File: src/rtl/counter_seq_ctrl.sv
// ---------------------------------------------------------------------------
// counter_seq_ctrl
//   Sequencer for a WIDTH-bit synchronous up-counter. It clears the counter,
//   enables it until its count reaches a terminal value latched with start,
//   and then reports completion. In one-shot mode it parks in DONE with the
//   counter holding the terminal value. In periodic mode it clears and
//   restarts automatically after every completed period.
//
// Ports
//   clk         in   1       clock, all state changes on posedge
//   rst         in   1       asynchronous active-high reset
//   start       in   1       start request (accepted in IDLE/DONE only)
//   stop        in   1       abort, highest priority
//   hold        in   1       freeze counting while high (RUN only)
//   periodic    in   1       mode sampled with start: 1 auto-restart
//   load_val    in   WIDTH   terminal count sampled with start (0 rejected)
//   cnt_val     in   WIDTH   counter's present count
//   cnt_en      out  1       counter enable (combinational)
//   cnt_clr     out  1       counter synchronous clear (combinational)
//   busy        out  1       high in CLR or RUN
//   done        out  1       1-cycle pulse per completed period
//   err         out  1       1-cycle pulse on rejected start or overrun
//   status      out  2       00 IDLE, 01 CLR, 10 RUN, 11 DONE
//   period_cnt  out  PCNT_W  completed periods since last accepted start
// ---------------------------------------------------------------------------
module counter_seq_ctrl #(
  parameter int WIDTH  = 4,
  parameter int PCNT_W = 8
) (
  input  logic              clk,
  input  logic              rst,
  input  logic              start,
  input  logic              stop,
  input  logic              hold,
  input  logic              periodic,
  input  logic [WIDTH-1:0]  load_val,
  input  logic [WIDTH-1:0]  cnt_val,
  output logic              cnt_en,
  output logic              cnt_clr,
  output logic              busy,
  output logic              done,
  output logic              err,
  output logic [1:0]        status,
  output logic [PCNT_W-1:0] period_cnt
);

  typedef enum logic [1:0] {
    S_IDLE = 2'b00,
    S_CLR  = 2'b01,
    S_RUN  = 2'b10,
    S_DONE = 2'b11
  } state_t;

  state_t              r_state;
  logic [WIDTH-1:0]    r_term;
  logic                r_mode;
  logic [PCNT_W-1:0]   r_period_cnt;
  logic                r_done;
  logic                r_err;

  logic                w_hit;
  logic                w_over;
  logic                w_load_ok;

  assign w_hit     = (cnt_val == r_term);
  assign w_over    = (cnt_val > r_term);
  assign w_load_ok = (load_val != '0);

  always_ff @(posedge clk or posedge rst) begin
    if (rst) begin
      r_state      <= S_IDLE;
      r_term       <= '0;
      r_mode       <= 1'b0;
      r_period_cnt <= '0;
      r_done       <= 1'b0;
      r_err        <= 1'b0;
    end else begin
      // done/err are single-cycle pulses unless re-raised below
      r_done <= 1'b0;
      r_err  <= 1'b0;
      case (r_state)
        S_IDLE, S_DONE: begin
          if (stop) begin
            // stop outranks start; from IDLE it simply has no effect
            r_state <= S_IDLE;
          end else if (start) begin
            if (w_load_ok) begin
              r_term       <= load_val;
              r_mode       <= periodic;
              r_period_cnt <= '0;
              r_state      <= S_CLR;
            end else begin
              r_err <= 1'b1;
            end
          end
        end
        S_CLR: begin
          r_state <= stop ? S_IDLE : S_RUN;
        end
        S_RUN: begin
          if (stop) begin
            r_state <= S_IDLE;
          end else if (w_hit) begin
            // terminal hit counts even while hold is high: hold only
            // freezes the counter, it does not mask completion
            r_done       <= 1'b1;
            r_period_cnt <= r_period_cnt + 1'b1;
            r_state      <= r_mode ? S_CLR : S_DONE;
          end else if (w_over) begin
            r_err   <= 1'b1;
            r_state <= S_IDLE;
          end
        end
        default: r_state <= S_IDLE;
      endcase
    end
  end

  always_comb begin
    cnt_en  = 1'b0;
    cnt_clr = 1'b0;
    busy    = 1'b0;
    case (r_state)
      S_CLR: begin
        cnt_clr = 1'b1;
        busy    = 1'b1;
      end
      S_RUN: begin
        // stop kills the enable in the same cycle it is seen
        cnt_en = !hold && !stop && !w_hit;
        busy   = 1'b1;
      end
      default: ;
    endcase
  end

  assign done       = r_done;
  assign err        = r_err;
  assign status     = r_state;
  assign period_cnt = r_period_cnt;

endmodule

File: config.mk
export PLATFORM = sky130hd
export DESIGN_NAME = counter_seq_ctrl
export DESIGN_NICKNAME = d
export VERILOG_FILES = /design/src/rtl/counter_seq_ctrl.sv
export SDC_FILE = /design/constraint.sdc
export NUM_CORES = 1
export LEC_CHECK = 0
export BUFFER_PORTS_ARGS = -buffer_cell sky130_fd_sc_hd__buf_2
export CAP_MARGIN = 20
export CORE_MARGIN = 2
export CORE_UTILIZATION = 54
export DETAILED_ROUTE_END_ITERATION = 8
export GPL_TIMING_DRIVEN = 0
export PLACE_DENSITY_LB_ADDON = 0.15
export SLEW_MARGIN = 15
export SYNTH_ARGS = -nofsm -noshare
export SYNTH_HDL_FRONTEND = slang
export SYNTH_SLANG_ARGS = --single-unit
File: constraint.sdc
create_clock -name clk -period 5.85 [get_ports clk]
set_input_delay 0.2925 -clock clk [delete_from_list [all_inputs] [get_ports clk]]
set_output_delay 0.2925 -clock clk [all_outputs]
set_load 0.005 [all_outputs]
After elaboration in Yosys (flattened, before gate mapping):

Index checks and enable logic that the tools add are counted.

* add/sub/neg operators: 1
* order comparisons: 1
* bitwise gates (word level): 1
* multiplexer cells: 28
* reduce and logical (&&, ||, !) cells: 13
* eq/ne operators: 12

Operators by type and width (number)
* $mux 8: 5
* $mux 2: 8
* $pmux 8 s2: 1
* $mux 1: 12
* $ne 2x2->1 const B: 5
* $add 8x1->8 const B: 1
* $ne 3x3->1 const B: 2
* $pmux 2 s3: 1
* $reduce_and 6->1: 1
* $eq 2x2->1 const B: 2
* $eq 4x4->1: 1
* $gt 4x4->1: 1
* $ne 4x4->1 const B: 1
* $reduce_and 4->1: 1
* $reduce_bool 4->1: 1
* $reduce_or 2->1: 2
* $logic_not 1->1: 3
* $reduce_and 3->1: 1
* $eq 2x1->1 const B: 1
* $logic_and 1x1->1: 2
* $logic_not 2->1: 1
* $pmux 1 s2: 1
* $reduce_bool 2->1: 1
* $not 1->1: 1

* word-level logic and storage cells: 62
* output and inout bits: 15
* input bits: 14
* bits in registers: 17

Longest topological paths before layout:

* depth in word-level cells: 5
* mapped depth: 7

Worst setup path after synthesis:

Ideal clock, no wire load.

* path type: register to register
* start: register r_state[0] (netlist: status[0])
* end: register r_period_cnt[3] (netlist: period_cnt[3])
* required time: 5.771 ns
* library setup time: 0.079 ns
* cell stages (with the launch flop): 8
* arrival time: 1.839 ns
* setup slack: 3.932 ns
* buffers on the path: 1
* cell sequence: dfrtp_1 -> inv_1 -> ha_1 -> nand2b_1 -> o22a_1 -> buf_6 -> or4_1 -> a21oi_1

* longest elaborated chain between the ends: 4

Ends and longest elaborated chain
* start: declaration: RTL line 54 `state_t r_state;`
* start signal: assignment: RTL line 98 `r_state <= stop ? S_IDLE : S_RUN;`
* start signal: assignment: RTL line 108 `r_state <= r_mode ? S_CLR : S_DONE;`
* $eq 2x2->1 or $logic_not 2->1 (tied branches): RTL line 81 `case (r_state)`
* $reduce_or 2->1: RTL line 81
* $ne 2x2->1 (no line) or $reduce_bool 2->1 (tied branches)
* $reduce_and 6->1 (no line)
* end signal: assignment: RTL line 107 `r_period_cnt <= r_period_cnt + 1'b1;`
* end: declaration: RTL line 57 `logic [PCNT_W-1:0] r_period_cnt;`

Several ways; a longest one is shown, not always the timed one.
A chain may end at the register's enable or synchronous reset.

Final worst setup path:

Same ends and word-level chain as after synthesis.

==> flow_metrics.tcl <==
set metrics [dict create \
    status "complete, no violations" \
    top_level_ports 29 \
    max_freq_ghz 0.478 \
    synthTopCellsByCount "dfrtp_1 (17), inv_1 (12), nand2_1 (9)" \
    die_area_um2 2230 \
    via_count 971 \
    yosysUniqueCellTypes 32 \
    clk_pin_slew_ns 0.10 \
    synth_top_family_by_area "simple AND/OR/NAND/NOR gates" \
    synth_area_leader_cell "dfrtp_1" \
    synth_edf_count 0 \
    synth-compound-area-share 0.176 \
    via_per_inst 5.92 \
    clock_latency_ns 0.29 \
    maxCapViolCount 0 \
    synth_top_flop_cell "dfrtp_1" \
    ys.warnings.count 0 \
    coreArea_um2 1750 \
    cp_max_fo 10 \
    grt_max_degree 18 \
    syn_nets 128 \
    cp_top_family "simple AND/OR/NAND/NOR gates" \
    skew_ns 0.00424 \
    num_rows 15 \
    grt_use_total 0.224 \
    relSlewSlack 0.515 \
    cts_tree "yes" \
    num_antenna_cells 0 \
    hp-class "primary input to asynchronous set/reset pin" \
    synth_seq_cells 17 \
    synth-async-reset-ratio 1.00 \
    gp_congestion 0.852 \
    r2r_start "status[0]" \
    cp_slowest_stage_delay_ns 0.49 \
    powerDensity_nw_per_um2 334 \
    cp_data_arrival_time_ns 2.32 \
    layout-drive-gt1-share 0.266 \
    port_buffers 28 \
    synth-xor-area-share 0 \
    cts_resized 0 \
    worstSetupEndpointType "flip-flop" \
    dp_hpwl_um 1710 \
    antenna_found_initial 0 \
    path_cells "inv_1 -> ha_1 -> nand2b_1 -> o22a_1 -> buf_6 -> or4_1 -> a21oi_1" \
    syn_inst 107 \
    cts_max_path_buffers 2 \
    setup_tns_ns 0 \
    post_cts_buffers 0 \
    drt_pass1_iterations 5 \
    grt_pass1_vias 823 \
    path_buf_inv 2 \
    dp_cells 160 \
    finalPower_mw 0.403 \
    areaGrowthSynthToFinish_pct 19.7 \
    synthMuxAreaShare 0.0323 \
    ctsHoldBuffers 0 \
    clock-root-buffer "clkbuf_4" \
    drt-total-wl_um 2290 \
    fin_util 0.692 \
    initial_utilization 0.578 \
    layoutNonFillerInstCount 164 \
    required_ns 6.08 \
    dieWidth_um 47.2 \
    tightest_slew_ns 0.718 \
    critPathKind "flip-flop to flip-flop" \
    hold_violations 0 \
    yosysTopAreaCellShare 0.422 \
    period_share 0.358 \
    remaining_drc_errors 0 \
    p_leak_nw 0.593 \
    wl_per_cell_um 14.0 \
    ant_nets 0 \
    synth.most_common_cell "dfrtp_1" \
    report.final.slew_viol_count 0 \
    syn_area_per_cell_um2 9.42 \
    fin_hold_ws_ns 0.0629 \
    dieHeight_um 47.2 \
    fin_nets 161 \
    cpMaxStageDelayCell "or4_1" \
    grt_pass1_wl_um 3530 \
    clkSinkCount 17 \
    synth-simple-area-share 0.222 \
    synth_area_um2 1010 \
    synthAdderAreaFrac 0.0868 \
    rsz0062_at_grt "false" \
    first_iter_violations 36 \
    cp-start-kind "flip-flop" \
    r2r_setup_slack_ns 3.76 \
    h-tree-depth 1 \
    r2r_cells 7 \
    synthTopCellsByArea "dfrtp_1 (42%), ha_1 (8.7%), inv_1 (4.5%)" \
    max-vdd-ir-drop_uv 232 \
    reg2reg_to "period_cnt[3]" \
    cts_made_buffers 3 \
    synth-seq-area-share 0.422 \
    fin_crit_ns 2.09 \
    gr-total-overflow 0 \
    finalSetupViolCount 0 \
]
-- area by class of cell --
| type | count | area, µm² |
|---|---|---|
| buffer | 2 | 16.3 |
| tap | 25 | 31.3 |
| multi-input combinational | 76 | 522 |
| timing repair buffer | 28 | 140 |
| fill | 144 | 538 |
| inverter | 12 | 45.0 |
| clock buffer | 3 | 22.5 |
| clock inverter | 1 | 5.00 |
| sequential | 17 | 425 |
-- through the flow --
step	instance area, µm²	setup slack (ns)
2_1_floorplan	1010	3.93
3_3_place_gp	1180	3.83
3_5_place_dp	1180	3.80
4_1_cts	1210	3.77
5_1_grt	1210	3.63
6_report	1210	3.76
-- registers in the layout (all words and copies together) (netlist names) --
signal / count
r_mode: 1
period_cnt: 8
err: 1
status: 2
done: 1
r_term: 4
-- cell usage in the layout (no fill, tap or decap), drive strengths merged --
cell     count
and3         1
a21oi        7
nor3         2
nand2        9
or3          1
o221ai       1
nand4        4
nand2b       3
nand3        5
dfrtp       17
and2         1
nand4b       1
o31ai        5
o32ai        1
a2bb2oi      1
o22ai        1
o41ai        1
o21ai        7
or4          5
nor4         1
clkbuf       3
o41a         1
ha           7
clkinv       1
mux2i        1
o2bb2ai      1
nor2         5
o22a         1
mux2         2
nor2b        1
inv         12
buf         30
-- report_power, final --
| group | total, mW | switching [mW] | leakage [nW] | internal, mW |
|---|---|---|---|---|
| Combinational | 0.189 | 0.116 | 0.349 | 0.0730 |
| Clock | 0.0635 | 0.0380 | 0.0177 | 0.0255 |
| Sequential | 0.151 | 0.0108 | 0.227 | 0.140 |
-- logic make-up after synthesis --
group / count (synthesis)
buf+inv: 14
compound gates: 27
fa+ha+maj: 7
flops: 17
mux: 3
simple gates: 39
-- worst reg2reg max path, delay by kind of cell (launching register included) --
family | cells | cell delay, ns
AOI/OAI and AO/OA | 2 | 0.43
adders and majority gates | 1 | 0.34
and+or+nand+nor | 2 | 0.64
DFF | 1 | 0.38
buffers and inverters | 2 | 0.23
-- worst max-delay path by stage --
stage                     from             to  slack [ns]  cells past startpoint
global route         status[0]  period_cnt[3]        3.63                      7
global placement    cnt_val[2]  period_cnt[3]        3.83                      7
detailed placement  cnt_val[2]  period_cnt[3]        3.80                      7
finish               status[0]  period_cnt[3]        3.76                      7
floorplan            status[0]  period_cnt[3]        3.93                      7
CTS                  status[0]  period_cnt[3]        3.77                      7
-- metal layers --
layer  wire, µm  track usage
met1       1040        0.319
met2       1090        0.342
met3        129       0.0346
met4         38       0.0833
met5          0            0
(Power assumes the default switching activity.)
